==> config.mk <==
export PLATFORM = sky130hd
export DESIGN_NAME = mem_port_arbiter
export DESIGN_NICKNAME = d
export VERILOG_FILES = /design/src/rtl/mem_arb_pkg.sv /design/src/rtl/mem_arb_starve_ctr.sv /design/src/rtl/mem_port_arbiter.sv
export SDC_FILE = /design/constraint.sdc
export NUM_CORES = 1
export LEC_CHECK = 0
export CAP_MARGIN = 5
export CORE_AREA = 2 2 107 109
export CTS_CLUSTER_DIAMETER = 80
export DETAILED_ROUTE_END_ITERATION = 6
export DIE_AREA = 0 0 109 111
export GPL_TIMING_DRIVEN = 1
export PLACE_DENSITY = 0.65
export SLEW_MARGIN = 5
export SYNTH_ARGS = -nofsm -noshare
export SYNTH_HDL_FRONTEND = slang
export SYNTH_SLANG_ARGS = --single-unit
export TNS_END_PERCENT = 5
==> constraint.sdc <==
create_clock -name clk -period 2.9 [get_ports clk]
set_clock_uncertainty 0.1 [all_clocks]
set_input_delay 0.87 -clock clk [delete_from_list [all_inputs] [get_ports clk]]
set_output_delay 0.87 -clock clk [all_outputs]
set_load 0.02 [all_outputs]
==> src/rtl/mem_arb_pkg.sv <==
// mem_arb_pkg: shared types for the unified memory port arbiter.
// FSM state, grant source and mask width used by the arbiter slice.
package mem_arb_pkg;

  typedef enum logic [0:0] {
    IDLE = 1'b0,
    WAIT = 1'b1
  } arb_state_e;

  typedef enum logic [0:0] {
    SRC_IF = 1'b0,
    SRC_D  = 1'b1
  } arb_src_e;

  localparam int MASK_W = 4;

  function automatic int cnt_w(input int max);
    return (max < 2) ? 1 : $clog2(max + 1);
  endfunction

endpackage

==> src/rtl/mem_arb_starve_ctr.sv <==
// mem_arb_starve_ctr: saturating up-counter with clear and sat flag.
// Used for fetch starvation tracking and for the optional perf counters.
module mem_arb_starve_ctr #(
  parameter int             W   = 3,
  parameter logic [W-1:0]   MAX = '1
) (
  input  logic         clk,
  input  logic         rst,
  input  logic         i_inc,
  input  logic         i_clr,
  output logic [W-1:0] o_cnt,
  output logic         o_sat
);

  logic [W-1:0] r_cnt;

  assign o_cnt = r_cnt;
  assign o_sat = (r_cnt == MAX);

  // count up until MAX, clear has priority
  always_ff @(posedge clk or negedge rst) begin
    if (!rst) begin
      r_cnt <= '0;
    end else if (i_clr) begin
      r_cnt <= '0;
    end else if (i_inc && !o_sat) begin
      r_cnt <= r_cnt + 1'b1;
    end
  end

endmodule

==> src/rtl/mem_port_arbiter.sv <==
// mem_port_arbiter: fetch/data sharing of one single-port memory.
// Optional perf counters enabled by MEM_PORT_ARBITER_PERF_EN.
module mem_port_arbiter
  import mem_arb_pkg::*;
#(
  parameter int ADDR_W     = 32,
  parameter int DATA_W     = 32,
  parameter int MEM_LAT    = 1,
  parameter int STARVE_MAX = 4
) (
  input  logic              clk,
  input  logic              rst,
  input  logic              if_req,
  input  logic [ADDR_W-1:0] if_addr,
  output logic              if_gnt,
  output logic              if_rvalid,
  output logic [DATA_W-1:0] if_rdata,
  input  logic              d_req,
  input  logic              d_we,
  input  logic [ADDR_W-1:0] d_addr,
  input  logic [DATA_W-1:0] d_wdata,
  input  logic [MASK_W-1:0] d_mask,
  output logic              d_gnt,
  output logic              d_rvalid,
  output logic [DATA_W-1:0] d_rdata,
  output logic              mem_ce,
  output logic              mem_we,
  output logic [ADDR_W-1:0] mem_addr,
  output logic [DATA_W-1:0] mem_wdata,
  output logic [MASK_W-1:0] mem_mask,
  input  logic [DATA_W-1:0] mem_rdata,
`ifdef MEM_PORT_ARBITER_PERF_EN
  output logic [31:0]       perf_if_wait,
  output logic [31:0]       perf_conflict,
`endif
  output logic              busy
);

  localparam int LAT_W = cnt_w(MEM_LAT);
  localparam int STV_W = cnt_w(STARVE_MAX);
  localparam logic [LAT_W-1:0] LAT_INIT = LAT_W'(MEM_LAT - 1);
  localparam logic [STV_W-1:0] STV_MAX  = STV_W'(STARVE_MAX);

  arb_state_e       r_state;
  arb_src_e         r_src;
  logic [LAT_W-1:0] r_lat_cnt;

  logic             w_rd_done;
  logic             w_allow;
  logic             w_sat;
  logic             w_rd_issue;
  logic             w_if_lost;
  logic             w_starve_clr;
  logic [STV_W-1:0] w_unused_starve_cnt;

  // read data is on mem_rdata in the last WAIT cycle
  assign w_rd_done = (r_state == WAIT) && (r_lat_cnt == '0);
  // no grants while reset is held, so outputs stay quiet
  assign w_allow   = rst && ((r_state == IDLE) || w_rd_done);

  assign if_gnt = w_allow && if_req && (!d_req || w_sat);
  assign d_gnt  = w_allow && d_req && !(if_req && w_sat);

  assign w_rd_issue   = if_gnt || (d_gnt && !d_we);
  assign w_if_lost    = if_req && !if_gnt;
  assign w_starve_clr = if_gnt || !if_req;

  assign if_rvalid = w_rd_done && (r_src == SRC_IF);
  assign d_rvalid  = w_rd_done && (r_src == SRC_D);
  assign if_rdata  = if_rvalid ? mem_rdata : '0;
  assign d_rdata   = d_rvalid ? mem_rdata : '0;
  assign busy      = (r_state == WAIT);

  // drive the memory bus from whichever port won this cycle
  always_comb begin
    mem_ce    = 1'b0;
    mem_we    = 1'b0;
    mem_addr  = '0;
    mem_wdata = '0;
    mem_mask  = '0;
    unique case (1'b1)
      d_gnt: begin
        mem_ce    = 1'b1;
        mem_we    = d_we;
        mem_addr  = d_addr;
        mem_wdata = d_wdata;
        mem_mask  = d_mask;
      end
      if_gnt: begin
        mem_ce    = 1'b1;
        mem_addr  = if_addr;
        mem_mask  = {MASK_W{1'b1}};
      end
      default: begin
        mem_ce    = 1'b0;
      end
    endcase
  end

  // track the single outstanding read through the memory latency
  always_ff @(posedge clk or negedge rst) begin
    if (!rst) begin
      r_state   <= IDLE;
      r_lat_cnt <= '0;
      r_src     <= SRC_IF;
    end else if (w_rd_issue) begin
      r_state   <= WAIT;
      r_lat_cnt <= LAT_INIT;
      r_src     <= if_gnt ? SRC_IF : SRC_D;
    end else if (w_rd_done) begin
      r_state   <= IDLE;
    end else if (r_state == WAIT) begin
      r_lat_cnt <= r_lat_cnt - 1'b1;
    end
  end

  mem_arb_starve_ctr #(
    .W   (STV_W),
    .MAX (STV_MAX)
  ) u_starve (
    .clk   (clk),
    .rst   (rst),
    .i_inc (w_if_lost),
    .i_clr (w_starve_clr),
    .o_cnt (w_unused_starve_cnt),
    .o_sat (w_sat)
  );

`ifdef MEM_PORT_ARBITER_PERF_EN
  logic w_conflict;
  logic w_unused_wait_sat;
  logic w_unused_conf_sat;

  assign w_conflict = w_allow && if_req && d_req;

  mem_arb_starve_ctr #(
    .W   (32),
    .MAX ('1)
  ) u_perf_wait (
    .clk   (clk),
    .rst   (rst),
    .i_inc (w_if_lost),
    .i_clr (1'b0),
    .o_cnt (perf_if_wait),
    .o_sat (w_unused_wait_sat)
  );

  mem_arb_starve_ctr #(
    .W   (32),
    .MAX ('1)
  ) u_perf_conf (
    .clk   (clk),
    .rst   (rst),
    .i_inc (w_conflict),
    .i_clr (1'b0),
    .o_cnt (perf_conflict),
    .o_sat (w_unused_conf_sat)
  );
`endif

endmodule
== Word level (Yosys, flattened, before mapping) ==
Index checks and enable logic that the tools add are counted.

* Input bits: 137
* Register bits: 6
* Output and inout port bits: 139

* Mux-type cells: 15
* Reductions and logical operators: 27
* Equality and inequality tests: 2
* Bitwise operators: 3
* Add/sub/neg operators: 2

{| class="wikitable"
|+ Operators by type and width
! kind !! count
|-
| 32-bit 2-to-1 mux || 3
|-
| 32-bit one-hot mux with 2 select lines || 1
|-
| 1-bit logical AND || 12
|-
| 1-bit 2-to-1 mux || 8
|-
| 4-bit one-hot mux with 2 select lines || 1
|-
| 1-bit zero test || 6
|-
| 3-bit 2-to-1 mux || 2
|-
| 2-bit nonzero test || 3
|-
| 1-bit logical OR || 4
|-
| 3-bit by 1-bit adder with 3-bit output (second input constant) || 1
|-
| 3-bit == test (second input constant) || 1
|-
| 1-bit inverter || 3
|-
| 2-bit by 1-bit != test with 1-bit output (second input constant) || 1
|-
| 2-bit AND reduction || 1
|-
| 2-bit OR reduction || 1
|-
| 1-bit subtractor (second input constant) || 1
|}

== Depth between registers and ports, before layout ==
Gate-level depths: netlist (run 1).

* Depth after elaboration: 11
* Depth in mapped cells: 7

== By module ==
From an unflattened synthesis (run 1), not the netlist that was laid out.

* Cell total of the unflattened synthesis: 189
* Area, all modules: 1433.9 sq um

{| class="wikitable"
|+ By module, submodules not included
! module !! area an instance (sq um) !! cells each !! seq. area each (sq um) !! times used
|-
| mem_port_arbiter || 1241.2 || 171 || 75.1 || 1
|-
| mem_arb_starve_ctr || 192.7 || 18 || 75.1 || 1
|}

== Worst setup path after synthesis (run 1) ==
Ideal clock, no wire load.

* Path kind: in2out
* Start point: input port d_req
* End point: output port mem_addr[0]
* Path slack: 0.114 ns
* Arrival time: 1.816 ns
* Buffers on the path: 2
* Stages: 5
* Cell sequence: a21bo_2 buf_2 buf_2 nand3_1 a21oi_1

* Longest elaborated chain between the ends: 4
* Elaborated cells on any way between the ends: 6
* Those cells by class: 1 x mux; 5 x reduce/logical

{| class="wikitable"
|+ RTL lines
! item !! RTL line !! source
|-
| start: declaration || mem_port_arbiter.sv:18 || <nowiki>input logic d_req,</nowiki>
|-
| 1-bit zero test || mem_port_arbiter.sv:61 || <nowiki>assign if_gnt = w_allow && if_req && (!d_req || w_sat);</nowiki>
|-
| 1-bit logical OR || mem_port_arbiter.sv:61 ||
|-
| 1-bit logical AND || mem_port_arbiter.sv:61 ||
|-
| 32-bit one-hot mux with 2 select lines * || mem_port_arbiter.sv:81 || <nowiki>unique case (1'b1)</nowiki>
|-
| end: declaration || mem_port_arbiter.sv:28 || <nowiki>output logic [ADDR_W-1:0] mem_addr,</nowiki>
|}

Mark *: on every way between the ends. The rest lies on a longest branch, timed or not.

== Final worst setup path (run 1) ==
* Start point: input port if_req
* End point: output port mem_wdata[18]

* Longest elaborated chain between the ends: 4

{| class="wikitable"
|+ RTL lines
! item !! RTL line !! source
|-
| start: declaration || mem_port_arbiter.sv:13 || <nowiki>input logic if_req,</nowiki>
|-
| 1-bit logical AND || mem_port_arbiter.sv:62 || <nowiki>assign d_gnt = w_allow && d_req && !(if_req && w_sat);</nowiki>
|-
| 1-bit zero test || mem_port_arbiter.sv:62 ||
|-
| 1-bit logical AND || mem_port_arbiter.sv:62 ||
|-
| 32-bit 2-to-1 mux || mem_port_arbiter.sv:81 ||
|-
| end: declaration || mem_port_arbiter.sv:29 || <nowiki>output logic [DATA_W-1:0] mem_wdata,</nowiki>
|}

Every way passes these cells.

==> results of run 1 <==
==> per-stage QoR <==
stage	utilization, %	cells	power (W)	cell area, sq um	setup WS (ps)
2_1_floorplan	-	271	0.000357	1640	114
3_5_place_dp	42.8	691	0.000780	4740	-863
5_1_grt	42.5	701	0.00104	4710	-25.8
6_report	42.5	701	0.000982	4710	31.9
3_3_place_gp	42.8	691	0.000773	4740	-815
4_1_cts	41.6	700	0.000976	4610	12.1
==> synthesized netlist by cell type (all sizes together) <==
cell type / number
and2: 97
nand3: 67
a21oi: 38
buf: 16
clkbuf: 13
nand2: 9
dfrtp: 6
nor2: 5
inv: 3
a21bo: 2
ha: 2
nor3b: 2
o32ai: 2
a21boi: 1
a31oi: 1
a41o: 1
and3: 1
nand2b: 1
nand3b: 1
nor3: 1
o211ai: 1
o22a: 1
==> how the worst min path moves through the flow <==
stage               cells past startpoint     to  startpoint  slack [ps]
global placement                        1  r_src       r_src         420
CTS                                     1  r_src       r_src         440
detailed placement                      1  r_src       r_src         430
global route                            2   busy         rst         450
floorplan                               1  r_src       r_src         390
finish                                  2   busy         rst         440
==> kinds of logic after synthesis <==
family,Yosys count
compound gates,47
buf+inv,32
flops,6
simple gates,184
fa+ha+maj,2
==> metal layers <==
layer	vias up	GRT usage [%]	routed length (um)
li1	1494	-	-
met1	1351	16.9	3870
met2	155	29.7	5240
met3	2	4.35	1140
met4	0	1.28	27
met5	-	0	0
==> area by class of cell <==
class                      instances  area (sq um)
fill                            1172          6370
clock buffer                       3          75.1
timing repair buffer             313          2890
sequential                         6           150
inverter                           3          11.3
tap                              143           179
multi-input combinational        233          1400
==> power groups by stage <==
stage / Sequential, W / Clock, W / Combinational (W)
finish: 0.0000951 / 0.000225 / 0.000662
global route: 0.0000956 / 0.000240 / 0.000707
CTS: 0.0000949 / 0.000231 / 0.000650
detailed placement: 0.0000953 / 0 / 0.000685
global placement: 0.0000950 / 0 / 0.000678
floorplan: 0.0000966 / 0 / 0.000260
==> worst max-delay path: stages <==
cell and delay, ps:
buf_2 120, nand3_2 100, and3_4 220, buf_6 130
clkbuf_16 150, and2_1 150, buf_4 150
==> state kept, by name, indices dropped and copies added, names as in the netlist <==
| register | flops |
|---|---|
| busy | 1 |
| r_lat_cnt | 1 |
| r_src | 1 |
| u_starve.o_cnt | 3 |
==> repair_timing <==
item                       in CTS  in global routing
pin swaps                       2                  9
setup buffers                   3                  0
cloned                          3                  1
setup endpoints to repair     136                 53
gates resized for setup       389                 42
==> flow_summary.json, run 1 <==
{
  "syn2layout_area_growth_pct": 186,
  "crit_path_start_kind": "input port",
  "r2r_setup_slack_ps": 1220,
  "relSlewSlack_pct": 78.6,
  "power_frac_comb_pct": 67.4,
  "setup-tns-final_ps": 0,
  "synthAdderAreaFrac_pct": 1.52,
  "power_frac_seq_pct": 9.7,
  "r2r-start": "u_starve.o_cnt[0]",
  "r2r_cells": 7,
  "vdd_ir_drop_max_mv": 0.195,
  "io_buffers": 275,
  "track_usage_pct": 15.4,
  "min_path_type": "input port to asynchronous set/reset pin",
  "syn_area_per_cell_sq_um": 6.07,
  "endpoint": "mem_wdata[18]",
  "start_util_pct": 14.8,
  "layout_commonest_cell": "clkdlybuf4s50_1",
  "fin_hold_ws_ps": 435,
  "wl_um": 10300,
  "path_max_fanout": 8,
  "yosysWarnings": 0,
  "die_w_um": 109,
  "powerDensity_nw_per_um2": 208,
  "switchingPower_w": 0.000349,
  "htreeDepth": 1,
  "cts_tree": "done",
  "synth_top_family_by_area": "simple AND/OR/NAND/NOR gates",
  "cts-buffers-inserted": 3,
  "r2r_end": "r_lat_cnt",
  "n_antenna_cell": 0,
  "synthCells": 271,
  "power_leakage_nw": 2.35,
  "ant_nets": 0,
  "pin_count": 276,
  "yosys.area.top_type": "and2_1",
  "fmax_mhz": 349,
  "wl_per_cell_um": 14.7,
  "drcViolationCount": 0,
  "final_net_count": 699,
  "cp-end-kind": "primary output",
  "netlist_area_sq_um": 1640,
  "status": "finished, final reports clean",
  "rows": 39,
  "clock_latency_ps": 230,
  "antenna_found_initial": 0,
  "slew_viol_final": 0,
  "synth_xor_area_share_pct": 0,
  "ctsHoldBuffers": 0,
  "path_clk_slew_ps": 30,
  "cp.required_ps": 1930,
  "via_per_inst": 4.28,
  "place_hpwl_um": 7910,
  "cp.arrival_ps": 1900,
  "synth.top_cells.by_area": "and2_1, nand3_1, a21oi_1, dfrtp_1, buf_2",
  "cts_max_path_buffers": 2,
  "seq_area_frac_synth_pct": 9.13,
  "vias": 3002,
  "mostFrequentLayoutCells": "clkdlybuf4s50_1, and2_1, nand3_1",
  "drt_iter0_drc": 131,
  "cts_root_buffer": "clkbuf_16",
  "grt.overflow.total": 0,
  "coreArea_sq_um": 11100,
  "grt_pass1_vias": 2996,
  "synth-simple-area-share_pct": 63.5,
  "dr.pass1.iters": 4,
  "switching_share_pct": 35.6,
  "postSynthRegisterBits": 6,
  "p_int_w": 0.000633,
  "synth.net_count": 410,
  "grt_pass1_wl_um": 15100,
  "finalHoldViolations": 0,
  "pwr-share-clk_pct": 22.9,
  "clkSinkCount": 6,
  "startpoint": "if_req",
  "crit_type": "input port to primary output",
  "grt_setup_unrepaired": "yes",
  "tightest_slew_ps": 321,
  "drive_gt1_share_pct": 23.5,
  "setup_violations": 0,
  "cap_violations": 0,
  "yosys.cell_types.count": 26,
  "muxShareOfSynthArea_pct": 0,
  "gp_congestion": 0.823,
  "yosysTopAreaCellShare_pct": 36.9,
  "dieHeight_um": 111,
  "fin_crit_ps": 2870,
  "grt_max_degree": 37,
  "synth-compound-area-share_pct": 16.3,
  "fin_crit_sh_pct": 98.9,
  "dieArea_sq_um": 12100
}
Note: power is estimated with default switching activity, not from simulation.
==> inputs of run 2 (changes only) <==
ABC_AREA = 1   (was unset)
PLACE_DENSITY = 0.64   (was 0.65)
==> run 2 against run 1 <==
Cell count rose by 8.0%. Non-clock buffer count decreased by 18. First-iteration DRC count shrank 12%. Synthesized area is 4.3% lower. Sequential cell count stayed put. Sequential power is 6% higher. Hold slack better by 13 ps. Via count is 3.5% lower. Design area decreased by 9.0%. Die area unchanged. Wire length is 14% lower. Critical path type unchanged. Largest power group unchanged.
==> flow_summary.json, run 2 <==
{
  "syn_area_per_cell_sq_um": 4.76,
  "cts-buffers-inserted": 3,
  "final_net_count": 755,
  "cp-end-kind": "primary output",
  "slew_viol_final": 0,
  "fillers": 1205,
  "path_clk_slew_ps": 30,
  "power_leakage_nw": 2.65,
  "rows": 39,
  "cpPeakStageDelay_ps": 270,
  "crit_family": "buffers and inverters",
  "post_dp_cell_area_sq_um": 4450,
  "syn2layout_area_growth_pct": 172,
  "fmax_mhz": 352,
  "seq_area_frac_synth_pct": 9.54,
  "io_buffers": 275,
  "cp.required_ps": 1930,
  "wl_um": 8820,
  "grt_pass1_wl_um": 12600,
  "dr.pass1.iters": 5,
  "synth.top_cells.by_area": "nand2_1, nor2_1, inv_1, dfrtp_1, buf_6",
  "ant_nets": 0,
  "vdd_ir_drop_max_mv": 0.150,
  "p_int_w": 0.000625,
  "path_cells": "buf_2 -> nand3_2 -> nand2_2 -> nor2_4 -> buf_6 -> inv_8 -> nor2_1 -> clkdlybuf4s15_2",
  "dieArea_sq_um": 12100,
  "via_per_inst": 3.83,
  "crit_path_start_kind": "input port",
  "cts_max_path_buffers": 2,
  "synth_top_flop_cell": "dfrtp_1",
  "yosysMostFrequentCell": "nand2_1",
  "drcViolationCount": 0,
  "synthCells": 331,
  "synth_edf_count": 0,
  "yosys.area.top_type": "nand2_1",
  "switching_share_pct": 40.5,
  "fin_area_sq_um": 4290,
  "drt_iter0_drc": 115,
  "grt_max_degree": 39,
  "track_usage_pct": 12.8,
  "worstPathBufferInverterCount": 4,
  "vias": 2897,
  "path_max_fanout": 17,
  "status": "finished, final reports clean",
  "setup-tns-final_ps": 0,
  "multi_input_area_sq_um": 953,
  "clkSinkCount": 6,
  "netlist_area_sq_um": 1570,
  "grt.overflow.total": 0,
  "htreeDepth": 1,
  "start_util_pct": 14.2,
  "min_path_type": "register to register",
  "coreArea_sq_um": 11100,
  "postSynthRegisterBits": 6,
  "largest_reg_flops": 3,
  "mostFrequentLayoutCells": "clkdlybuf4s50_1, nand2_1, nor2_1",
  "power_frac_comb_pct": 69.2,
  "switchingPower_w": 0.000426,
  "fin_crit_sh_pct": 98.0,
  "dieHeight_um": 111,
  "cp.arrival_ps": 1870,
  "cts_root_buffer": "clkbuf_16",
  "yosys.cell_types.count": 23,
  "antenna_found_initial": 0,
  "async_flop_share_pct": 100,
  "yosysTopAreaCellShare_pct": 26.7,
  "powerDensity_nw_per_um2": 245,
  "layout_commonest_cell": "clkdlybuf4s50_1",
  "finalHoldViolations": 0,
  "grt_pass1_vias": 2771,
  "synth_common_cells": "nand2_1, nor2_1, inv_1",
  "setup_violations": 0,
  "fin_crit_ps": 2840,
  "pin_count": 276,
  "yosysWarnings": 0,
  "gp_congestion": 0.898,
  "cap_violations": 0,
  "n_antenna_cell": 0,
  "clock_latency_ps": 230,
  "drive_gt1_share_pct": 18.4,
  "power_frac_seq_pct": 9.6,
  "pwr-share-clk_pct": 21.2,
  "tightest_slew_ps": 270,
  "relSlewSlack_pct": 82.1,
  "die_w_um": 109,
  "r2r_setup_slack_ps": 1120,
  "crit_type": "input port to primary output",
  "cts_tree": "done",
  "register_area_sq_um": 150,
  "slowest_stage": "clkdlybuf4s15_2",
  "wl_per_cell_um": 11.6,
  "place_hpwl_um": 7100,
  "fin_hold_ws_ps": 448,
  "synth.net_count": 470
}
-- run 2: cell types whose count changed after synthesis, sizes merged, moves of 2 or more --
cell / change
a21oi: -35
clkbuf: -13
inv: +74
and2: -97
a21bo: -2
o32ai: -2
nor2: +97
nand3: -64
nor3b: -2
nand2: +110
-- run 2: power groups by stage --
stage	Sequential [W]	Clock, W	Combinational [W]
floorplan	0.000102	0	0.000342
global placement	0.000102	0	0.000785
detailed placement	0.000101	0	0.000791
CTS	0.000101	0.000225	0.000714
global route	0.000102	0.000233	0.000783
finish	0.000101	0.000223	0.000727
-- run 2: tightest hold or removal path: cells and delay by family (launching register included) --
family | cells | cell delay, ps
DFF | 1 | 380
and+or+nand+nor | 1 | 40
buffers and inverters | 1 | 90
-- run 2: logic make-up after synthesis --
group	synth area share (%)
xor+xnor	0.557
simple gates	56.8
buf+inv	30.0
flops	9.54
fa+ha+maj	1.59
compound gates	1.51
-- run 2: path summary, 6_finish.rpt --
check | from | to | cells after the start
hold / removal | r_lat_cnt | r_lat_cnt | 2
setup reg to reg | u_starve.o_cnt[0] | r_lat_cnt | 11
min in group asynchronous | rst | u_starve.o_cnt[2] | 2
setup / recovery | if_req | mem_wdata[10] | 8
max in group asynchronous | rst | r_src | 2
hold reg to reg | r_lat_cnt | r_lat_cnt | 2
-- run 2: per-stage QoR --
stage | cells | worst slack (ps) | power (W) | util [%]
4_1_cts | 753 | -176 | 0.00104 | 38.4
2_1_floorplan | 331 | 325 | 0.000444 | -
6_report | 757 | 56.6 | 0.00105 | 38.7
5_1_grt | 757 | -1.78 | 0.00112 | 38.7
3_3_place_gp | 746 | -763 | 0.000886 | 40.2
3_5_place_dp | 746 | -761 | 0.000892 | 40.2
-- run 2: cell type report --
cell class | instances | share of cell area (%)
Clock buffer | 3 | 1.75
Inverter | 77 | 7.21
Multi-Input combinational cell | 232 | 22.2
Sequential cell | 6 | 3.50
Tap cell | 143 | 4.17
Timing Repair Buffer | 295 | 60.9
Timing Repair inverter | 1 | 0.263
-- run 2: layer usage --
layer / vias up / wire length, um / track usage (%)
met3: 10 / 1030 / 2.41
met4: 0 / 108 / 3.16
met2: 182 / 4470 / 26.0
li1: 1481 / - / -
met1: 1224 / 3210 / 12.8
met5: - / 0 / 0
-- run 2: repair_timing --
| action | in CTS | in global routing |
|---|---|---|
| gates resized for setup | 347 | 40 |
| setup buffers | 3 | 2 |
| pin swaps | 1 | 2 |
| endpoints found under the setup margin | 136 | 55 |
| hold buffers | 0 | 0 |
| gates cloned | 1 | 2 |
